`src/rtl/sigma_delta_pkg.sv`:
```
// Shared defaults and the width helper for the sigma-delta ADC front end.
package sigma_delta_pkg;

  localparam int BOSR_DEF = 256;
  localparam int STGS_DEF = 2;

  // Accumulator width that holds the full CIC gain BOSR^STGS without loss.
  function automatic int cic_width(input int bosr, input int stgs);
    return 2 + stgs * $clog2(bosr);
  endfunction

endpackage

```
`src/rtl/cic_decimator.sv`:
```
// STGS-order CIC decimator: integrators at the bit rate, combs at the
// decimated rate, unsigned output with a one-cycle valid strobe.
module cic_decimator
  import sigma_delta_pkg::*;
#(
  parameter int BOSR = BOSR_DEF,
  parameter int STGS = STGS_DEF,
  parameter int WDTH = cic_width(BOSR, STGS)
) (
  input  logic            clk,
  input  logic            rst,
  input  logic            bit_in,
  output logic [WDTH-1:0] adc_output,
  output logic            adc_valid
);

  localparam int CW = $clog2(BOSR);

  logic [WDTH-1:0] x;
  logic [CW-1:0]   cnt;
  logic            dec;

  assign x   = {{(WDTH-1){1'b0}}, bit_in};
  assign dec = (cnt == CW'(BOSR - 1));

  // Integrator chain; modulo-2^WDTH wrap is relied on by the combs.
  for (genvar k = 0; k < STGS; k++) begin : g_int
    logic [WDTH-1:0] acc;
    logic [WDTH-1:0] acc_in;

    if (k == 0) begin : g_first
      assign acc_in = x;
    end else begin : g_next
      assign acc_in = g_int[k-1].acc;
    end

    // Accumulate the registered previous-stage value every clock.
    always_ff @(posedge clk or posedge rst) begin
      if (rst) acc <= '0;
      else     acc <= acc + acc_in;
    end
  end

  // Decimation phase counter; BOSR is a power of two so it wraps naturally.
  always_ff @(posedge clk or posedge rst) begin
    if (rst) cnt <= '0;
    else     cnt <= cnt + CW'(1);
  end

  // Comb chain, differential delay 1, advanced only on decimated samples.
  for (genvar k = 0; k < STGS; k++) begin : g_comb
    logic [WDTH-1:0] diff_in;
    logic [WDTH-1:0] dly;
    logic [WDTH-1:0] diff;

    if (k == 0) begin : g_first
      assign diff_in = g_int[STGS-1].acc;
    end else begin : g_next
      assign diff_in = g_comb[k-1].diff;
    end

    assign diff = diff_in - dly;

    // Remember this stage's input from the previous decimated sample.
    always_ff @(posedge clk or posedge rst) begin
      if (rst)      dly <= '0;
      else if (dec) dly <= diff_in;
    end
  end

  // Register the comb result and strobe valid on the decimation cycle.
  always_ff @(posedge clk or posedge rst) begin
    if (rst) begin
      adc_output <= '0;
      adc_valid  <= 1'b0;
    end else begin
      adc_valid <= dec;
      if (dec) adc_output <= g_comb[STGS-1].diff;
    end
  end

endmodule

```
`src/rtl/sigma_delta_adc.sv`:
```
// First-order sigma-delta ADC front end: comparator sampling flop that also
// drives the integrator feedback pin, followed by the CIC decimator.
module sigma_delta_adc
  import sigma_delta_pkg::*;
#(
  parameter int BOSR = BOSR_DEF,
  parameter int STGS = STGS_DEF,
  parameter int WDTH = cic_width(BOSR, STGS)
) (
  input  logic            clk,
  input  logic            rst,
  input  logic            adc_lvds_pin,
  output logic            adc_fb_pin,
  output logic [WDTH-1:0] adc_output,
  output logic            adc_valid
);

  logic q;

  // Modulator bit: sample the comparator once per bit clock.
  always_ff @(posedge clk or posedge rst) begin
    if (rst) q <= 1'b0;
    else     q <= adc_lvds_pin;
  end

  // Feedback comes straight off the flop so the pin is glitch-free.
  assign adc_fb_pin = q;

  cic_decimator #(
    .BOSR (BOSR),
    .STGS (STGS),
    .WDTH (WDTH)
  ) u_cic (
    .clk        (clk),
    .rst        (rst),
    .bit_in     (q),
    .adc_output (adc_output),
    .adc_valid  (adc_valid)
  );

endmodule

```
`config.mk`:
```
export PLATFORM = sky130hd
export DESIGN_NAME = sigma_delta_adc
export DESIGN_NICKNAME = d
export VERILOG_FILES = /design/src/rtl/sigma_delta_pkg.sv /design/src/rtl/cic_decimator.sv /design/src/rtl/sigma_delta_adc.sv
export SDC_FILE = /design/constraint.sdc
export NUM_CORES = 1
export LEC_CHECK = 0
export CAP_MARGIN = 5
export CORE_ASPECT_RATIO = 0.8
export CORE_UTILIZATION = 53
export CTS_CLUSTER_SIZE = 24
export DETAILED_ROUTE_END_ITERATION = 10
export PLACE_DENSITY = 0.74
export SLEW_MARGIN = 25
export SYNTH_ARGS = -nofsm -noshare
export SYNTH_HDL_FRONTEND = slang
export SYNTH_SLANG_ARGS = --single-unit
export TNS_END_PERCENT = 30
```
`constraint.sdc`:
```
create_clock -name clk -period 4 [get_ports clk]
set_input_delay 0.6 -clock clk [delete_from_list [all_inputs] [get_ports clk]]
set_output_delay 0.6 -clock clk [all_outputs]
set_load 0.005 [all_outputs]
```
==> flow_metrics.tcl <==
set metrics [dict create \
    status "finished clean" \
    postRouteWirelength_mm 11.5 \
    multiInputGateArea_um2 3240 \
    fin_crit_sh 0.963 \
    nFillCells 841 \
    hold_end "u_cic.cnt[6]" \
    synth_edf_count 0 \
    cts_sinks 100 \
    area_growth_pct 15.2 \
    vdd_ir_drop_max_mv 0.464 \
    htreeDepth 3 \
    endpoint_kind "flop" \
    tightest_slew_ns 0.873 \
    track_usage 0.218 \
    async_reset_ff_frac 1.00 \
    final_common_cell "dfrtp_1" \
    regArea_um2 2500 \
    placed_cells 780 \
    crit_path_cell_trace "ha_1, o21a_1, o31a_1, nand4_1, o211ai_1, a21oi_2, o21ai_1, a31oi_1, xnor2_1, ha_1, inv_1, nor2_1, a211o_1, a21o_1, a41o_1, xnor2_2, xnor2_1, o21ai_1" \
    antenna_found_initial 0 \
    max_stage_delay_ns 0.41 \
    p_total_mw 5.68 \
    fp.dieH_um 96.2 \
    relSlewSlack 0.418 \
    path_clk_slew_ns 0.07 \
    setup_viol 0 \
    netlist_area_um2 5870 \
    ys_seq_area_frac 0.426 \
    crit_fanout 4 \
    die_w_um 120 \
    reg2reg_from "u_cic.g_comb[0].diff_in[2]" \
    ios 23 \
    reg2reg_slack_ns 0.15 \
    yosys_most_used_dff "dfrtp_1" \
    vias 4450 \
    drive_above_1_share 0.0934 \
    slew_viol_final 0 \
    max_cap_viol_count 0 \
    via_per_inst 5.53 \
    arrival_ns 4.07 \
    die_area_um2 11500 \
    max_freq_mhz 260 \
    final_antenna_net_count 0 \
    dpl.hpwl_mm 8.09 \
    drc_errors 0 \
    ys_warn_count 0 \
    cts_buffers 9 \
    fin_nets 719 \
    num_rows 33 \
    netlist.area_leader.share 0.426 \
    timing.rr.end "u_cic.adc_output[17]" \
    initial_utilization 0.558 \
    grt_start_max_net_pins 70 \
    gp_congestion 0.845 \
    grt_first_pass_wirelength_mm 19.7 \
    mostFrequentLayoutCells "dfrtp_1 (99), nand2_1 (74), o21ai_0 (63)" \
    drt_pass1_iterations 5 \
    period_needed_ns 3.85 \
    ys_seq_elements 100 \
    grt_pass1_vias 4272 \
    grt-ovfl-total 0 \
    finClkSkew_ns 0.00730 \
    synth_area_leaders "dfrtp_1 (43%), ha_1 (12%), xnor2_1 (7.5%)" \
    synth_top_cell_by_area "dfrtp_1" \
    yosys.cell_types.count 49 \
    cp.required_ns 4.22 \
    root_buffer "clkbuf_16" \
    synthCells 622 \
    layoutNonFillerInstCount 804 \
    min_from "u_cic.cnt[6]" \
    clock_latency_ns 0.35 \
    critPathKind "flop to flop" \
    drtIter0Drc 203 \
    slowest_stage "dfrtp_1" \
    p_leak_nw 3.09 \
    r2r_cells 18 \
    cts_tree "done" \
    power_density_nw_per_um2 839 \
    cp-start-kind "flop" \
    diodes 0 \
    wl_per_cell_um 14.3 \
    worstHoldPathType "flop to flop" \
    holdWs_ns 0.468 \
    coreArea_um2 10500 \
    postSynthAreaPerCell_um2 9.44 \
    whs_path_depth 1 \
    finalHoldViolCount 0 \
    syn_nets 682 \
    port_buffers 22 \
    cts_max_path_buffers 2 \
]
## cell type report
cell class	count	share of cell area
inverters	51	0.0287
flip-flops and latches	100	0.370
well taps	140	0.0259
repair buffers	40	0.0525
multi-input cells	457	0.479
clock inverters	6	0.0102
clock buffers	10	0.0338
## metal layers
metal  GRT usage  part of all wire  vias up
met5           0                 0        -
met4      0.0594             0.015        0
met3      0.0492             0.030       17
met2       0.365              0.47       72
met1       0.286              0.49     2145
li1            -                 -     2216
## state kept, by name, indices dropped and copies added, names as in the netlist
name and count:
u_cic.g_comb.dly 36, u_cic.adc_output 18, u_cic.adc_valid 1, u_cic.g_comb.diff_in 18
adc_fb_pin 1, u_cic.cnt 8, u_cic.g_int.acc 18
## worst max-delay path: cells and delay by family (launching register included)
kind	cells	cell delay, ns
flip-flops	1	0.41
adder cells (fa/ha/maj)	2	0.73
AO/OA/AOI/OAI	10	1.81
AND/OR/NAND/NOR	2	0.23
XOR/XNOR	3	0.43
buffers and inverters	1	0.10
## repair_timing
action | 4_1_cts | 5_1_grt
buffers inserted | 1 | 7
hold buffers | 0 | 0
endpoints found under the hold margin | 0 | 0
pin swaps | 5 | 16
gates resized for setup | 6 | 23
endpoints found under the setup margin | 1 | 2
## synth_stat cells (2+ instances only)
| master | instances |
|---|---|
| xor2_1 | 20 |
| a211oi_1 | 3 |
| fa_1 | 3 |
| nor2b_1 | 7 |
| nand4_1 | 6 |
| a21oi_1 | 36 |
| a31oi_1 | 3 |
| o21ai_0 | 68 |
| buf_1 | 2 |
| and3_1 | 7 |
| nor3_1 | 5 |
| inv_1 | 51 |
| o21a_1 | 9 |
| o211ai_1 | 4 |
| a21o_1 | 12 |
| a211o_1 | 4 |
| mux2_2 | 3 |
| nor2_1 | 29 |
| nand2_1 | 74 |
| xnor2_1 | 50 |
| dfrtp_1 | 100 |
| ha_1 | 54 |
| a21o_2 | 2 |
| or3_1 | 2 |
| o31a_1 | 2 |
| and2_1 | 2 |
| clkbuf_1 | 12 |
| nand2b_1 | 6 |
| nand3_1 | 21 |
| o21bai_1 | 6 |
## worst max path at each step
stage / from / depth (start not counted) / to / slack, ns
6_report: u_cic.g_comb[0].diff_in[2] / 18 / u_cic.adc_output[17] / 0.15
5_1_grt: u_cic.g_comb[0].diff_in[9] / 18 / u_cic.adc_output[17] / -0.08
4_1_cts: u_cic.g_comb[0].diff_in[0] / 20 / u_cic.adc_output[17] / 0.03
3_5_place_dp: u_cic.g_comb[0].diff_in[0] / 20 / u_cic.adc_output[17] / -0.15
3_3_place_gp: u_cic.g_comb[0].diff_in[0] / 20 / u_cic.adc_output[17] / 0.005
2_1_floorplan: u_cic.g_comb[0].diff_in[0] / 20 / u_cic.adc_output[17] / 0.15
## cells by family (layout without fill, tap and decap cells)
family	count (synthesis)	count (layout)	synth area share
compound gates	164	164	0.172
simple gates	163	163	0.125
flops	100	100	0.426
xor+xnor	70	70	0.104
buf+inv	65	107	0.0415
fa+ha+maj	57	57	0.125
mux	3	3	0.00575
## power breakdown
part | internal, mW | total (mW) | switching (mW)
registers | 1.11 | 1.21 | 0.0984
logic | 1.67 | 3.59 | 1.92
clock network | 0.491 | 0.880 | 0.389
## stage by stage
step / worst slack [ns] / setup TNS, ns / instance area, µm² / util
finish: 0.147 / 0 / 6770 / 0.643
global route: -0.0847 / -0.0847 / 6770 / 0.643
CTS: 0.0337 / 0 / 6620 / 0.629
detailed placement: -0.150 / -0.150 / 6290 / 0.598
global placement: 0.00459 / 0 / 6290 / 0.598
floorplan: 0.146 / 0 / 5870 / -
(Power assumes the default switching activity.)
